[src/rtl/calc_pkg.sv]
// calc_pkg: operation and FSM state encodings shared by the calculator datapath.
package calc_pkg;
   typedef enum logic [1:0] {
      OP_ADD   = 2'b00,
      OP_SUB   = 2'b01,
      OP_ONESC = 2'b10,
      OP_NEG   = 2'b11
   } op_e;
   typedef enum logic {
      IDLE = 1'b0,
      RUN  = 1'b1
   } state_e;
endpackage

[src/rtl/digit_ripple_adder.sv]
// digit_ripple_adder: combinational DIGIT-bit ripple of full adders, exposing the carry into its top bit.
module digit_ripple_adder #(
   parameter int DIGIT = 2
) (
   input  logic [DIGIT-1:0] x,
   input  logic [DIGIT-1:0] y,
   input  logic             cin,
   output logic [DIGIT-1:0] s,
   output logic             cout,
   output logic             c_msb_in
);
   logic [DIGIT:0] c;
   assign c[0] = cin;
   for (genvar i = 0; i < DIGIT; i++) begin : g_fa
      assign s[i]   = x[i] ^ y[i] ^ c[i];
      assign c[i+1] = (x[i] & y[i]) | (c[i] & (x[i] ^ y[i]));
   end
   assign cout     = c[DIGIT];
   assign c_msb_in = c[DIGIT-1];
endmodule

[src/rtl/addsub_seq_digit.sv]
// addsub_seq_digit: digit-serial adder/subtractor, DIGIT bits per cycle, with start/busy/done handshake
// and carry, signed-overflow and zero flags.
module addsub_seq_digit
   import calc_pkg::*;
#(
   parameter int WIDTH = 8,
   parameter int DIGIT = 2
) (
   input  logic             clk,
   input  logic             rst_n,
   input  logic             start,
   input  logic             clr,
   input  logic [1:0]       op,
   input  logic [WIDTH-1:0] a,
   input  logic [WIDTH-1:0] b,
   input  logic             ci,
   output logic             busy,
   output logic             done,
   output logic [WIDTH-1:0] sum,
   output logic             co,
   output logic             ovf,
   output logic             zero
);
   localparam int N  = WIDTH / DIGIT;
   localparam int CW = N > 1 ? $clog2(N) : 1;

   state_e           state_q, state_d;
   logic [CW-1:0]    cnt_q, cnt_d;
   logic [WIDTH-1:0] x_q, x_d, y_q, y_d, part_q, part_d, sum_q, sum_d;
   logic             carry_q, carry_d, done_q, done_d, co_q, co_d, ovf_q, ovf_d, zero_q, zero_d;
   logic [DIGIT-1:0] ds;
   logic             dco, dcm, accept, last, run;
   logic [WIDTH-1:0] sh;

   digit_ripple_adder #(.DIGIT(DIGIT)) u_dig (
      .x        (x_q[DIGIT-1:0]),
      .y        (y_q[DIGIT-1:0]),
      .cin      (carry_q),
      .s        (ds),
      .cout     (dco),
      .c_msb_in (dcm)
   );

   assign run    = state_q == RUN;
   assign accept = state_q == IDLE && start && !clr;
   assign last   = run && cnt_q == CW'(N - 1);
   // New digit enters at the top; after N shifts the word is aligned.
   assign sh     = WIDTH'({ds, part_q} >> DIGIT);

   always_ff @(posedge clk or negedge rst_n) begin
      if (!rst_n) state_q <= IDLE;
      else        state_q <= state_d;
   end

   always_comb begin
      state_d = clr ? IDLE : accept ? RUN : last ? IDLE : state_q;
   end

   always_comb begin
      busy = run;
      done = done_q;
      sum  = sum_q;
      co   = co_q;
      ovf  = ovf_q;
      zero = zero_q;
   end

   always_comb begin
      x_d     = accept ? (op[1] ? ~a : a) : run ? x_q >> DIGIT : x_q;
      y_d     = accept ? (op == OP_SUB ? ~b : op == OP_NEG ? '0 : b) : run ? y_q >> DIGIT : y_q;
      carry_d = accept ? (op == OP_SUB || op == OP_NEG || ci) : run ? dco : carry_q;
      cnt_d   = accept ? '0 : run ? cnt_q + 1'b1 : cnt_q;
      part_d  = accept ? '0 : run ? sh : part_q;
      done_d  = last && !clr;
      sum_d   = done_d ? sh : sum_q;
      co_d    = done_d ? dco : co_q;
      ovf_d   = done_d ? dcm ^ dco : ovf_q;
      zero_d  = done_d ? sh == '0 : zero_q;
   end

   always_ff @(posedge clk or negedge rst_n) begin
      if (!rst_n) begin
         cnt_q   <= '0;
         x_q     <= '0;
         y_q     <= '0;
         part_q  <= '0;
         carry_q <= 1'b0;
         done_q  <= 1'b0;
         sum_q   <= '0;
         co_q    <= 1'b0;
         ovf_q   <= 1'b0;
         zero_q  <= 1'b0;
      end else begin
         cnt_q   <= cnt_d;
         x_q     <= x_d;
         y_q     <= y_d;
         part_q  <= part_d;
         carry_q <= carry_d;
         done_q  <= done_d;
         sum_q   <= sum_d;
         co_q    <= co_d;
         ovf_q   <= ovf_d;
         zero_q  <= zero_d;
      end
   end
endmodule

[config.mk]
export PLATFORM = sky130hd
export DESIGN_NAME = addsub_seq_digit
export DESIGN_NICKNAME = d
export VERILOG_FILES = /design/src/rtl/calc_pkg.sv /design/src/rtl/digit_ripple_adder.sv /design/src/rtl/addsub_seq_digit.sv
export SDC_FILE = /design/constraint.sdc
export NUM_CORES = 1
export LEC_CHECK = 0
export CAP_MARGIN = 20
export CORE_MARGIN = 2
export CORE_UTILIZATION = 46
export DETAILED_ROUTE_END_ITERATION = 7
export PLACE_DENSITY = 0.75
export SYNTH_ARGS = -nofsm -noshare
export SYNTH_HDL_FRONTEND = slang
export SYNTH_SLANG_ARGS = --single-unit
[constraint.sdc]
create_clock -name clk -period 1.74 [get_ports clk]
set_clock_uncertainty 0.05 [all_clocks]
set_input_delay 0.435 -clock clk [delete_from_list [all_inputs] [get_ports clk]]
set_output_delay 0.435 -clock clk [all_outputs]
set_load 0.1 [all_outputs]
==> results.sh <==
export IMPL_cp_data_required_time_ps=1920
export IMPL_synth_cell_area_um2=1850
export IMPL_synthXorXnorAreaFrac=0.0427
export IMPL_worstPathMaxFanout=2
export IMPL_cp_arrival_ps=2030
export IMPL_critical_path_endpoint_type="register"
export IMPL_syn_instance_count=170
export IMPL_power_per_cell_area_nw_per_um2=1650
export IMPL_startpoint_type="register"
export IMPL_dieHeight_um=67.4
export IMPL_synthFlopType="sky130_fd_sc_hd__dfrtp_1"
export IMPL_crit_buf_inv=1
export IMPL_globalplace_congestion=0.773
export IMPL_cts_root_buf="sky130_fd_sc_hd__clkbuf_8"
export IMPL_report_final_hold_viol_count=0
export IMPL_grt_pass1_vias=1383
export IMPL_grt_max_degree=39
export IMPL_hpwl_mm=2.83
export IMPL_status="finished, violations left"
export IMPL_worst_slew_pin_transition_ps=396
export IMPL_leakage_nw=1.14
export IMPL_antennaDiodeCount=0
export IMPL_synthesis_nets=196
export IMPL_syn_avg_cell_area_um2=10.9
export IMPL_async_flop_share=1.00
export IMPL_ys_seq_elements=38
export IMPL_grt_first_pass_wirelength_mm=6.33
export IMPL_layout_worst_path_cycle_share=1.07
export IMPL_post_synth_num_cell_types=32
export IMPL_yosysWarningCount=0
export IMPL_total_power_w=0.00427
export IMPL_worst_skew_pair_latency_ps=290
export IMPL_failing_checks="negative setup slack"
export IMPL_synthMuxAreaShare=0.102
export IMPL_detail_route_drc_violations=0
export IMPL_floorplan_initialDensity=0.469
export IMPL_final_layout_size_suffix_gt1_frac=0.276
export IMPL_share_of_the_synthesized_area_in_compound_gates_ao_oa_aoi_oai=0.134
export IMPL_num_nets_final=242
export IMPL_globalRoute_totalOverflow=0
export IMPL_combinational_family_with_the_most_area_after_synthesis="compound AO/OA/AOI/OAI gates"
export IMPL_power_report_internal_total_w=0.00251
export IMPL_io_pin_count=36
export IMPL_grt_setup_unrepaired="yes"
export IMPL_switchingPower_w=0.00176
export IMPL_global_route_usage_total=0.190
export IMPL_p_comb_frac=0.501
export IMPL_cts_tree="yes"
export IMPL_drv_cap=0
export IMPL_synth_sequential_area_ratio=0.515
export IMPL_fp_coreArea_um2=3940
export IMPL_final_period_minus_worst_setup_slack_ps=1860
export IMPL_power_switching_fraction=0.412
export IMPL_cpPeakStageDelay_ps=520
export IMPL_vdd_drop_max_mv=0.686
export IMPL_rows=23
export IMPL_detail_route_antenna_nets=0
export IMPL_clock_tree_htree_level_count=2
export IMPL_crit_slowest_cell="sky130_fd_sc_hd__fa_1"
export IMPL_cts_num_sinks=38
export IMPL_critPathKind="reg2reg"
export IMPL_clkSlewWorstSetupHoldPaths_ps=70
export IMPL_final_core_util=0.656
export IMPL_crit_chain="inv_2, fa_2, fa_1, nor4b_4, nand2_1, o21ai_1"
export IMPL_final_cells=267
export IMPL_routed_wire_length_per_instance_um=14.5
export IMPL_finalSetupViolations=3
export IMPL_drtIter0Drc=48
export IMPL_fill_cells=299
export IMPL_drt_pass1_iter_count=4
export IMPL_relSlewSlack=0.736
export IMPL_achievable_frequency_mhz=538
export IMPL_path_delay_family="adder cells"
export IMPL_synthAdderAreaFrac=0.0284
export IMPL_vias_per_cell=5.21
export IMPL_floorplan_die_area_um2=4540
export IMPL_synth_edff_count=0
export IMPL_finalWirelength_mm=3.86
export IMPL_report_final_slew_viol_count=0
export IMPL_layout_setup_ws_ps=-117
export IMPL_die_w_um=67.4
export IMPL_number_of_placed_instances_with_taps_included=258
export IMPL_clk_path_buf_depth=2
export IMPL_post_synthesis_share_of_cell_area_spent_on_and_or_nand_and_nor_gates=0.121
export IMPL_num_vias=1391
export IMPL_total_cts_buffers=5
export IMPL_min_delay_path_class="reg2reg"
export IMPL_syn2layout_area_growth_pct=39.9
export IMPL_clock_power_share=0.171
export IMPL_power_share_sequential=0.329
export IMPL_place_port_buffers=35
export IMPL_grt_antenna_before_repair=0
==> final cells by class <==
cell class                      instances  area (µm²)  share of cell area
Clock buffer                            7        76.3              0.0295
Timing Repair Buffer                   51         617               0.239
Tap cell                               50        62.6              0.0242
Clock inverter                          1        30.0              0.0116
Multi-Input combinational cell        113         822               0.318
Sequential cell                        38         952               0.368
Inverter                                7        26.3              0.0102
==> routing by layer <==
metal  share of wire  vias up  GRT usage
met1            0.41      680      0.219
met4           0.016        0     0.0765
met2            0.53       33      0.337
li1                -      672          -
met3           0.038        6     0.0467
met5               0        -          0
==> sequential cells by signal, indices dropped and copies added, names as in the netlist <==
| register | flops |
|---|---|
| busy | 1 |
| co | 1 |
| ovf | 1 |
| done | 1 |
| y_q | 8 |
| zero | 1 |
| carry_q | 1 |
| x_q | 8 |
| cnt_q | 2 |
| part_q | 6 |
| sum | 8 |
==> power groups by stage <==
stage	Combinational (W)	Clock [W]	Sequential, W
finish	0.00214	0.000728	0.00140
global route	0.00226	0.000785	0.00143
CTS	0.00205	0.000738	0.00140
detailed placement	0.00202	0	0.00141
global placement	0.00197	0	0.00139
floorplan	0.000573	0	0.00205
==> through the flow <==
stage / cell area [µm²] / setup slack [ps] / TNS (ps) / hold slack [ps]
floorplan: 1860 / -35.3 / -35.3 / 89.4
global placement: 2450 / -107 / -1610 / 422
detailed placement: 2450 / -208 / -3440 / 428
CTS: 2560 / -79.3 / -79.3 / 443
global route: 2590 / -238 / -519 / 457
finish: 2590 / -117 / -167 / 442
==> layout by cell type (no fill, tap or decap), drive strengths merged, types with 3 or more instances in the layout <==
cell            n
a211oi          6
a21oi           7
a221o           3
buf            29
clkbuf          7
clkdlybuf4s50  22
dfrtp          38
inv             7
mux2           14
mux2i           3
nand2          23
nand3           4
nor2            7
nor2b           6
o21ai          17
xnor2           6
xor2            3
==> cells in the mapped netlist, drive strengths merged (2+ instances only) <==
master	count	area (µm²)
a21oi	7	35.0
mux2i	3	30.0
xnor2	6	52.6
dfrtp	38	951
fa	2	40.0
nor4b	2	17.5
nor2b	6	37.5
inv	7	26.3
o21ai	17	92.6
o211a	2	20.0
a221o	3	30.0
nand3	4	25.0
a211oi	6	45.0
buf	9	70.1
clkbuf	3	11.3
nor2	7	26.3
xor2	3	26.3
o22ai	2	12.5
nand2	23	86.3
mux2	14	158
==> final timing paths <==
kind	from	end	slack, ps	cells past startpoint
worst max-delay path	x_q[0]$_DFFE_PN0P_	zero$_DFFE_PN0P_	-120	6
worst min-delay path	cnt_q[0]$_DFFE_PN0P_	cnt_q[0]$_DFFE_PN0P_	440	1
worst max register to register	x_q[0]$_DFFE_PN0P_	zero$_DFFE_PN0P_	-120	6
worst min register to register	cnt_q[0]$_DFFE_PN0P_	cnt_q[0]$_DFFE_PN0P_	440	1
max in group asynchronous	rst_n	busy$_DFFE_PN0P_	970	2
min in group asynchronous	rst_n	sum[0]$_DFFE_PN0P_	470	2
==> timing repair <==
| action | in CTS | in global routing |
|---|---|---|
| hold buffers | 0 | 0 |
| setup buffers | 0 | 1 |
| endpoints found under the setup margin | 1 | 4 |
| pin swaps | 1 | 2 |
| gates cloned | 0 | 0 |
| gates resized for setup | 1 | 4 |
==> worst reg2reg max path, delay by kind of cell, from the launching register on <==
| family | cells | cell delay (ps) |
|---|---|---|
| AOI/OAI and AO/OA | 1 | 120 |
| adders and majority gates | 2 | 920 |
| and+or+nand+nor | 2 | 300 |
| buffers and inverters | 1 | 50 |
| DFF | 1 | 370 |
==> cell families (layout without fill, tap and decap cells) <==
kind of cell             after synthesis  in the layout
XOR/XNOR                               9              9
adder cells (fa/ha/maj)                3              3
flip-flops                            38             38
multiplexers                          17             17
buffers and inverters                 19             66
AND/OR/NAND/NOR                       46             46
AO/OA/AOI/OAI                         38             38
Note: power is estimated with default switching activity, not from simulation.
